--- src/rtl/fetch_unit.sv ---
// fetch_unit -- instruction-fetch front end feeding the decode stage.
//
// Owns the fetch PC. Issues one word request at a time to instruction memory.
// Returned words are buffered with their PC in a small prefetch queue. The
// queue head is presented to decode. A redirect flushes the queue and
// discards any response still in flight.
//
// Optional feature: define FETCH_STATS_EN to add the stat_fetched and
// stat_flushes counters. With it undefined those ports and counters are
// absent.
//
// Handshake semantics (both interfaces):
//   imem side : a request transfers in a cycle where imem_req && imem_gnt.
//               imem_addr stays stable while imem_req=1 and imem_gnt=0.
//               imem_rvalid returns data in order, at least one cycle after
//               the grant.
//   decode    : the head transfers in a cycle where if_valid && if_ready.
//               if_valid does not depend on if_ready.
//
// Ports:
//   clk, rst          rising-edge clock; synchronous active-high reset
//   imem_req/addr     fetch request and its byte address (word aligned)
//   imem_gnt          request accepted this cycle
//   imem_rvalid/rdata response strobe and instruction word
//   redirect_valid/pc restart fetch at redirect_pc (bits [1:0] ignored)
//   if_valid/ready    decode handshake for the queue head
//   if_instr/if_pc    head instruction and its byte address (0 when empty)
//   stat_fetched      (FETCH_STATS_EN) count of if_valid && if_ready cycles
//   stat_flushes      (FETCH_STATS_EN) count of redirect_valid cycles
//   dbg_state         fetch FSM state (0=RUN, 1=WAIT, 2=WAIT_DROP)

module fetch_unit #(
  parameter logic [31:0] RESET_PC = 32'h0000_0000,
  parameter int          DEPTH    = 4
) (
  input  logic        clk,
  input  logic        rst,
  output logic        imem_req,
  output logic [31:0] imem_addr,
  input  logic        imem_gnt,
  input  logic        imem_rvalid,
  input  logic [31:0] imem_rdata,
  input  logic        redirect_valid,
  input  logic [31:0] redirect_pc,
  output logic        if_valid,
  input  logic        if_ready,
  output logic [31:0] if_instr,
  output logic [31:0] if_pc,
`ifdef FETCH_STATS_EN
  output logic [31:0] stat_fetched,
  output logic [31:0] stat_flushes,
`endif
  output logic [1:0]  dbg_state
);

  localparam int PW = (DEPTH > 1) ? $clog2(DEPTH) : 1;
  localparam int CW = PW + 1;

  // RUN: nothing outstanding. WAIT: one request outstanding, keep its data.
  // WAIT_DROP: one request outstanding, but a redirect made it stale.
  typedef enum logic [1:0] {
    RUN       = 2'd0,
    WAIT      = 2'd1,
    WAIT_DROP = 2'd2
  } state_t;

  state_t          state_q, state_d;
  logic [31:0]     fpc_q;
  logic [31:0]     req_pc_q;     // PC of the outstanding request
  logic [31:0]     instr_mem [DEPTH];
  logic [31:0]     pc_mem    [DEPTH];
  logic [PW-1:0]   wr_ptr_q, rd_ptr_q;
  logic [CW-1:0]   count_q;
  logic [CW-1:0]   used;
  logic            pending, space, fire, push, pop, not_empty;

  assign dbg_state = state_q;
  assign not_empty = (count_q != '0);
  assign pending   = (state_q != RUN);

  // One slot stays reserved for the word already in flight. Without the
  // reservation, a full queue could receive a response it has no room for.
  assign used  = count_q + CW'(pending);
  assign space = (used < CW'(DEPTH));

  // A new request is issued from RUN, or in the very cycle the outstanding
  // response returns. That keeps issue at one per cycle without ever having
  // two requests outstanding. A redirect blocks issue for its cycle, so the
  // first redirected request goes out with the updated fpc.
  assign imem_req  = !rst && !redirect_valid && space &&
                     ((state_q == RUN) || ((state_q == WAIT) && imem_rvalid));
  assign imem_addr = fpc_q;
  assign fire      = imem_req && imem_gnt;

  // A redirect suppresses both queue push and pop; the queue is then cleared.
  assign push = !redirect_valid && (state_q == WAIT) && imem_rvalid;
  assign pop  = !redirect_valid && if_valid && if_ready;

  assign if_valid = !rst && not_empty;
  assign if_instr = not_empty ? instr_mem[rd_ptr_q] : 32'h0;
  assign if_pc    = not_empty ? pc_mem[rd_ptr_q]    : 32'h0;

  // Next-state logic
  always_comb begin
    state_d = state_q;
    case (state_q)
      RUN: begin
        if (fire) state_d = WAIT;
      end
      WAIT: begin
        if (redirect_valid) begin
          // A response arriving together with the redirect is simply
          // dropped. That closes the transaction, so no drop state is needed.
          state_d = imem_rvalid ? RUN : WAIT_DROP;
        end else if (imem_rvalid) begin
          state_d = fire ? WAIT : RUN;
        end
      end
      WAIT_DROP: begin
        if (imem_rvalid) state_d = RUN;
      end
      default: state_d = RUN;
    endcase
  end

  always_ff @(posedge clk) begin
    if (rst) begin
      // A response still in flight at reset returns while in RUN and is ignored.
      state_q <= RUN;
    end else begin
      state_q <= state_d;
    end
  end

  // Fetch PC and the PC tag of the outstanding request
  always_ff @(posedge clk) begin
    if (rst) begin
      fpc_q    <= RESET_PC;
      req_pc_q <= RESET_PC;
    end else if (redirect_valid) begin
      fpc_q <= redirect_pc & 32'hFFFF_FFFC;
    end else if (fire) begin
      fpc_q    <= fpc_q + 32'd4;
      req_pc_q <= fpc_q;
    end
  end

  // Prefetch queue storage: a plain circular buffer, so no reset is needed.
  always_ff @(posedge clk) begin
    if (push) begin
      instr_mem[wr_ptr_q] <= imem_rdata;
      pc_mem[wr_ptr_q]    <= req_pc_q;
    end
  end

  // Pointers and occupancy. Pop requires a non-empty queue, and the push
  // requires a reserved slot, so count stays within 0..DEPTH.
  always_ff @(posedge clk) begin
    if (rst || redirect_valid) begin
      wr_ptr_q <= '0;
      rd_ptr_q <= '0;
      count_q  <= '0;
    end else begin
      if (push) wr_ptr_q <= wr_ptr_q + PW'(1);
      if (pop)  rd_ptr_q <= rd_ptr_q + PW'(1);
      case ({push, pop})
        2'b10:   count_q <= count_q + CW'(1);
        2'b01:   count_q <= count_q - CW'(1);
        default: count_q <= count_q;
      endcase
    end
  end

`ifdef FETCH_STATS_EN
  // Event counters; both wrap naturally at 2^32.
  always_ff @(posedge clk) begin
    if (rst) begin
      stat_fetched <= 32'd0;
      stat_flushes <= 32'd0;
    end else begin
      if (if_valid && if_ready) stat_fetched <= stat_fetched + 32'd1;
      if (redirect_valid)       stat_flushes <= stat_flushes + 32'd1;
    end
  end
`endif

endmodule

--- config.mk ---
export PLATFORM = sky130hd
export DESIGN_NAME = fetch_unit
export DESIGN_NICKNAME = d
export VERILOG_FILES = /design/src/rtl/fetch_unit.sv
export SDC_FILE = /design/constraint.sdc
export NUM_CORES = 1
export LEC_CHECK = 0
export CORE_MARGIN = 10
export CORE_UTILIZATION = 25
export DETAILED_ROUTE_END_ITERATION = 10
export SETUP_SLACK_MARGIN = 0.4
export SLEW_MARGIN = 10
export SYNTH_ARGS = -nofsm -noshare
export SYNTH_HDL_FRONTEND = slang
export SYNTH_SLANG_ARGS = --single-unit
--- constraint.sdc ---
create_clock -name clk -period 4.1 [get_ports clk]
set_input_delay 0.82 -clock clk [delete_from_list [all_inputs] [get_ports clk]]
set_output_delay 0.82 -clock clk [all_outputs]
set_load 0.05 [all_outputs]
Word-level counts from Yosys, hierarchy flattened --
Memory sizes are Yosys's and may differ from the RTL's. A register that Yosys moved wholly into a read port is not among the register bits. Cells that the tools add are included.
Word-level totals: memory bits (writable) 256, output and inout bits 100, bits of input ports 70, register bits 73, memories 2, logic and storage cells 64
Operators by class: multiplexer cells 18, bitwise logic cells 1, order comparisons 1, reduce and logical (&&, ||, !) cells 22, equality and inequality tests 7, $add $sub $neg 6
Memories:
- instr_mem | depth 4, width 32, rd ports 1, clocked after memory_dff 1, wr ports 1, line 70 | logic [31:0] instr_mem [DEPTH];
- pc_mem | depth 4, width 32, rd ports 1, clocked after memory_dff 1, wr ports 1, line 71 | logic [31:0] pc_mem [DEPTH];
Operator list (count):
- $mux 32 | 4
- $add 32x3->32 const B | 1
- $mux 2 | 9
- $logic_and 1x1->1 | 10
- $pmux 2 s3 | 1
- $pmux 3 s2 | 1
- $reduce_bool 2->1 | 3
- $add 2x1->2 const B | 2
- $eq 2x1->1 const B | 2
- $eq 2x2->1 const B | 2
- $ne 2x2->1 const B | 2
- $add 3x1->3 | 1
- $add 3x1->3 const B | 1
- $lt 3x3->1 const B | 1
- $mux 1 | 3
- $ne 3x3->1 const B | 1
- $reduce_and 3->1 | 1
- $reduce_bool 3->1 | 1
- $sub 3x1->3 const B | 1
- $logic_not 1->1 | 2
- $logic_not 2->1 | 1
- $logic_or 1x1->1 | 2
- $reduce_and 2->1 | 1
- $reduce_or 2->1 | 1
- $not 1->1 | 1

Depth between registers and ports, before layout --
depth after elaboration 10, gate-level depth with buffers 10, mapped depth without buffers 10

Worst setup path before layout --
No wires, ideal clock.
path kind register -> register, start register state_q[0], in the netlist dbg_state[0], end memory instr_mem[0][0], enable pin, buffers on the path 0, cell stages (with the launch flop) 5, data required time 3.674 ns, arrival 2.810 ns, path slack 0.864 ns, setup time 0.426 ns, period minus slack after synthesis 3.236 ns, path through dfxtp_1 > nor2b_1 > nand2_1 > nor2_1 > and2_1
Between the ends: longest elaborated chain between the ends 5
RTL lines:
- start, declared | line 67 | state_t state_q, state_d;
- start signal, assigned | line 131 | state_q <= state_d;
- $eq 2x1->1 | line 96 | assign push = !redirect_valid && (state_q == WAIT) && imem_rvalid;
- $logic_and 1x1->1 (2 in a row) | line 96
- $mux 1 | line 150 | if (push) begin
- $mux 1 (implied by the code) | line 151 | instr_mem[wr_ptr_q] <= imem_rdata;
- end, declared | line 70
No other way between the ends.

Worst setup path in the final report --
start register count_q[2], end output if_pc[23]
Between the ends: longest elaborated chain between the ends 2
RTL lines:
- start, declared | line 73 | logic [CW-1:0] count_q;
- start signal, assigned | line 167 | 2'b10: count_q <= count_q + CW'(1);
- start signal, assigned | line 168 | 2'b01: count_q <= count_q - CW'(1);
- start signal, assigned | line 169 | default: count_q <= count_q;
- $reduce_bool 3->1 | line 78 | assign not_empty = (count_q != '0);
- $mux 32 | line 101 | assign if_pc = not_empty ? pc_mem[rd_ptr_q] : 32'h0;
- end, declared | line 48 | output logic [31:0] if_pc,
No other way between the ends.

==> impl_summary.txt <==
----------------------------------------------------
[Run status]
  Run status ... complete, no violations

[Critical path]
  Data arrival time at the worst-slack endpoint ... 2.72 ns
  Cells along the critical path ... or3_4, buf_4, and2_1, clkdlybuf4s50_1
  Category of the most critical setup path ... reg -> out
  Critical path's largest stage delay ... 0.80 ns
  Critical-path maximum fanout ... 15
  Worst-path cell with the longest stage delay ... clkdlybuf4s50_1
  Worst path required time ... 3.28 ns
  R2r worst-path depth ... 8
  Critical path endpoint category ... output port
  Launching element type of the critical path ... flop

[Power]
  Total leakage power ... 5.77 nW
  Total power after layout ... 7.17 mW
  PD cells ... between 400 and 500 mW/mm2
  VDD IR-drop max ... 223 uV

[Finish]
  Commonest cells after routing, fill and taps aside ... 248 x edfxtp_1, 128 x clkdlybuf4s50_1, 98 x nand2_1, 69 x dfxtp_1, 63 x and2_1
  Final instance count without filler cells ... 1712
  Share of layout cells above drive strength 1 ... 15.5%
  Area growth, synth to finish ... 30.0%
  Utilization after layout ... 33.1%
  Finished layout cell area ... between 0.015 and 0.02 mm2
  Leading cell type in the layout, fill and taps excluded ... edfxtp_1
  Count of antenna diodes in the layout ... 0
  Layout Nets ... 1090

[Clock tree]
  TritonCTS clock tree ... yes
  Worst-Skew Late Latency ... 0.55 ns
  Clock H-tree levels ... 2
  Cell at the root of the clock tree ... clkbuf_16
  Sink Count ... 319
  Number of buffers inserted during clock tree synthesis ... 37
  Maximum buffer depth of the clock tree ... 3
  Number of buffers inserted for hold repair after clock tree synthesis ... 0
  Clock transition at the registers of the reported paths ... about 0.06 ns

[Synthesis]
  Post-synth design cell area ... 0.0128 mm2
  Warning count from the yosys run ... 0
  Unique cell type count in the Yosys netlist ... 56
  Post-synth EDFFs ... 248
  Dominant cell type by area after synthesis ... edfxtp_1
  Synth top area share ... 58.1%
  Mean Syn Cell Area ... between 15 and 20 um2
  Share of the yosys chip area belonging to registers ... about 69%
  Dominant register cell in the synthesized netlist ... edfxtp_1
  Async set or reset register ratio after synthesis ... 0%
  Synthesized instance count ... 833
  Post-synthesis sequential element count ... 319
  Most area-consuming cells after synthesis ... edfxtp_1 58%, dfxtp_1 11%, mux4_2 11%, and2_1 3.3%, nand2_1 2.9%

[Die]
  Die area ... 0.0607 mm2
  Die extent in y ... 246 um
  Initial cell density of the core ... 25.4%
  Chip width ... ~250 um
  Std-Cell Core Area ... a little over 0.05 mm2
  Boundary pin count ... 170
  Number of placement rows ... 82

[STA]
  Normalized max-slew margin ... a little over half
  Highest clock frequency the design can meet ... between 200 and 300 MHz
  Skew final ... 0.0194 ns
  Setup tns final ... 0 ns
  Max Slew Vio Count ... 0
  Transition time at the pin with the least slew margin ... 0.704 ns
  Unrepaired setup endpoints after global routing ... no
  Final worst path period share ... 86.3%
  Final critical path time including I/O delays and setup ... 3.54 ns
  Final setup violation count ... 0
  Hold Violations, Final ... 0

[Placed design]
  Final RePlAce weighted congestion ... 0.845
  Placed Cells ... 1642
  Post-placement cell area ... around 0.015 mm2
  Post-DP HPWL ... 22200 um
  I/O Buffers ... 163

[Hold path]
  Hold Crit Class ... reg -> reg
  Hold-critical path depth ... 2

[Detailed routing]
  Aggregate routed wire length ... approximately 34000 um
  Post-route DRC violation count ... 0
  Number of detailed-routing iterations run before antenna repair ... 5
  Antenna violation net count after detailed routing ... 0
  Routed via count divided by cell count ... 4.54
  Final routed wire length divided by cell count ... 20.0 um
  DRT iter0 DRCs ... 666
  Vias post-DR ... 7775

[Flow run]
  Reported max-cap violation count ... 0

[GRT]
  Largest net degree at the start of global routing ... 63
  Initial antenna violation count ... 0
  Number of global-route vias before repair ... 8032
  Total global-route track usage ... 11.1%
  First-pass GRT wire length ... 51500 um
  Remaining global-route overflow ... 0

----------------------------------------------------
registers in the layout (all words and copies together) (netlist names), named ones only:
signal	count
instr_mem	128
pc_mem	120
imem_addr	30
req_pc_q	30
count_q	3
dbg_state	2
rd_ptr_q	2
wr_ptr_q	2
per-stage QoR:
stage	setup slack (ns)	hold slack, ns
floorplan	0.864	0.460
global placement	0.733	0.473
detailed placement	0.711	0.492
CTS	0.373	0.500
global route	0.400	0.523
finish	0.562	0.498
area by class of cell:
type	count	area [um2]
clock buffer	48	987
clock inverter	18	244
fill	4890	33700
inverter	11	41.3
multi-input combinational	457	3730
sequential	319	8880
tap	672	841
timing repair buffer	187	1940
power breakdown:
| part | internal [mW] | leakage, nW | total [mW] | switching, mW |
|---|---|---|---|---|
| clock network | 1.98 | 0.592 | 3.32 | 1.34 |
| logic | 0.125 | 2.12 | 0.311 | 0.186 |
| registers | 3.49 | 3.06 | 3.54 | 0.0469 |
| total | 5.59 | 5.77 | 7.17 | 1.57 |
metal layers:
| layer | track usage [%] | wire length (um) | up-vias |
|---|---|---|---|
| met5 | 0 | 0 | - |
| met4 | 2.65 | 548 | 0 |
| met3 | 3.78 | 2720 | 43 |
| met2 | 17.8 | 16000 | 241 |
| met1 | 14.3 | 14900 | 3938 |
| li1 | - | - | 3553 |
cell usage after synthesis, drive strengths merged (2+ instances only):
library cell	number
or4	7
o211ai	11
nor2b	3
or3	16
a211oi	2
o311ai	2
nor2	19
nand2	98
edfxtp	248
xnor2	4
dfxtp	71
nor3	9
nor4	4
o31ai	2
mux4	62
ha	6
clkbuf	31
a31oi	15
and2	67
o21ai	9
xor2	4
o221ai	2
a311oi	2
inv	10
and4	3
or2	2
nand2b	5
mux2i	2
nand4	9
nand3	18
buf	19
a21oi	47
a2bb2oi	2
a21o	2
and3	7
o22ai	2
o31a	2
cell families (layout without fill, tap and decap cells):
group | Yosys count | after routing | synth area share (%)
buffers and inverters | 61 | 264 | 2.01
AOI/OAI and AO/OA | 105 | 105 | 5.18
DFF | 319 | 319 | 69.2
other | 1 | 4 | 0.0293
muxes | 64 | 64 | 11.1
adders and majority gates | 7 | 7 | 0.742
xor gates and xnor gates | 8 | 8 | 0.752
and+or+nand+nor | 268 | 269 | 11.0
critical path: cells and delay by family, from the launching register on:
kind	cells	cell delay, ns
simple gates	2	0.53
buf+inv	2	1.03
flops	1	0.59
repair_timing:
| action | in CTS | in global routing |
|---|---|---|
| gates resized for setup | 21 | 13 |
| endpoints found under the setup margin | 63 | 13 |
| cloned | 1 | 0 |
| setup buffers | 3 | 0 |
| pin swaps | 1 | 0 |
worst paths after layout:
path	from	end	slack (ns)
worst max-delay path	count_q[2]	if_pc[23]	0.56
worst min-delay path	req_pc_q[4]	req_pc_q[4]	0.50
worst max register to register	count_q[2]	count_q[2]	1.36
worst min register to register	req_pc_q[4]	req_pc_q[4]	0.50
(Power assumes the default switching activity.)
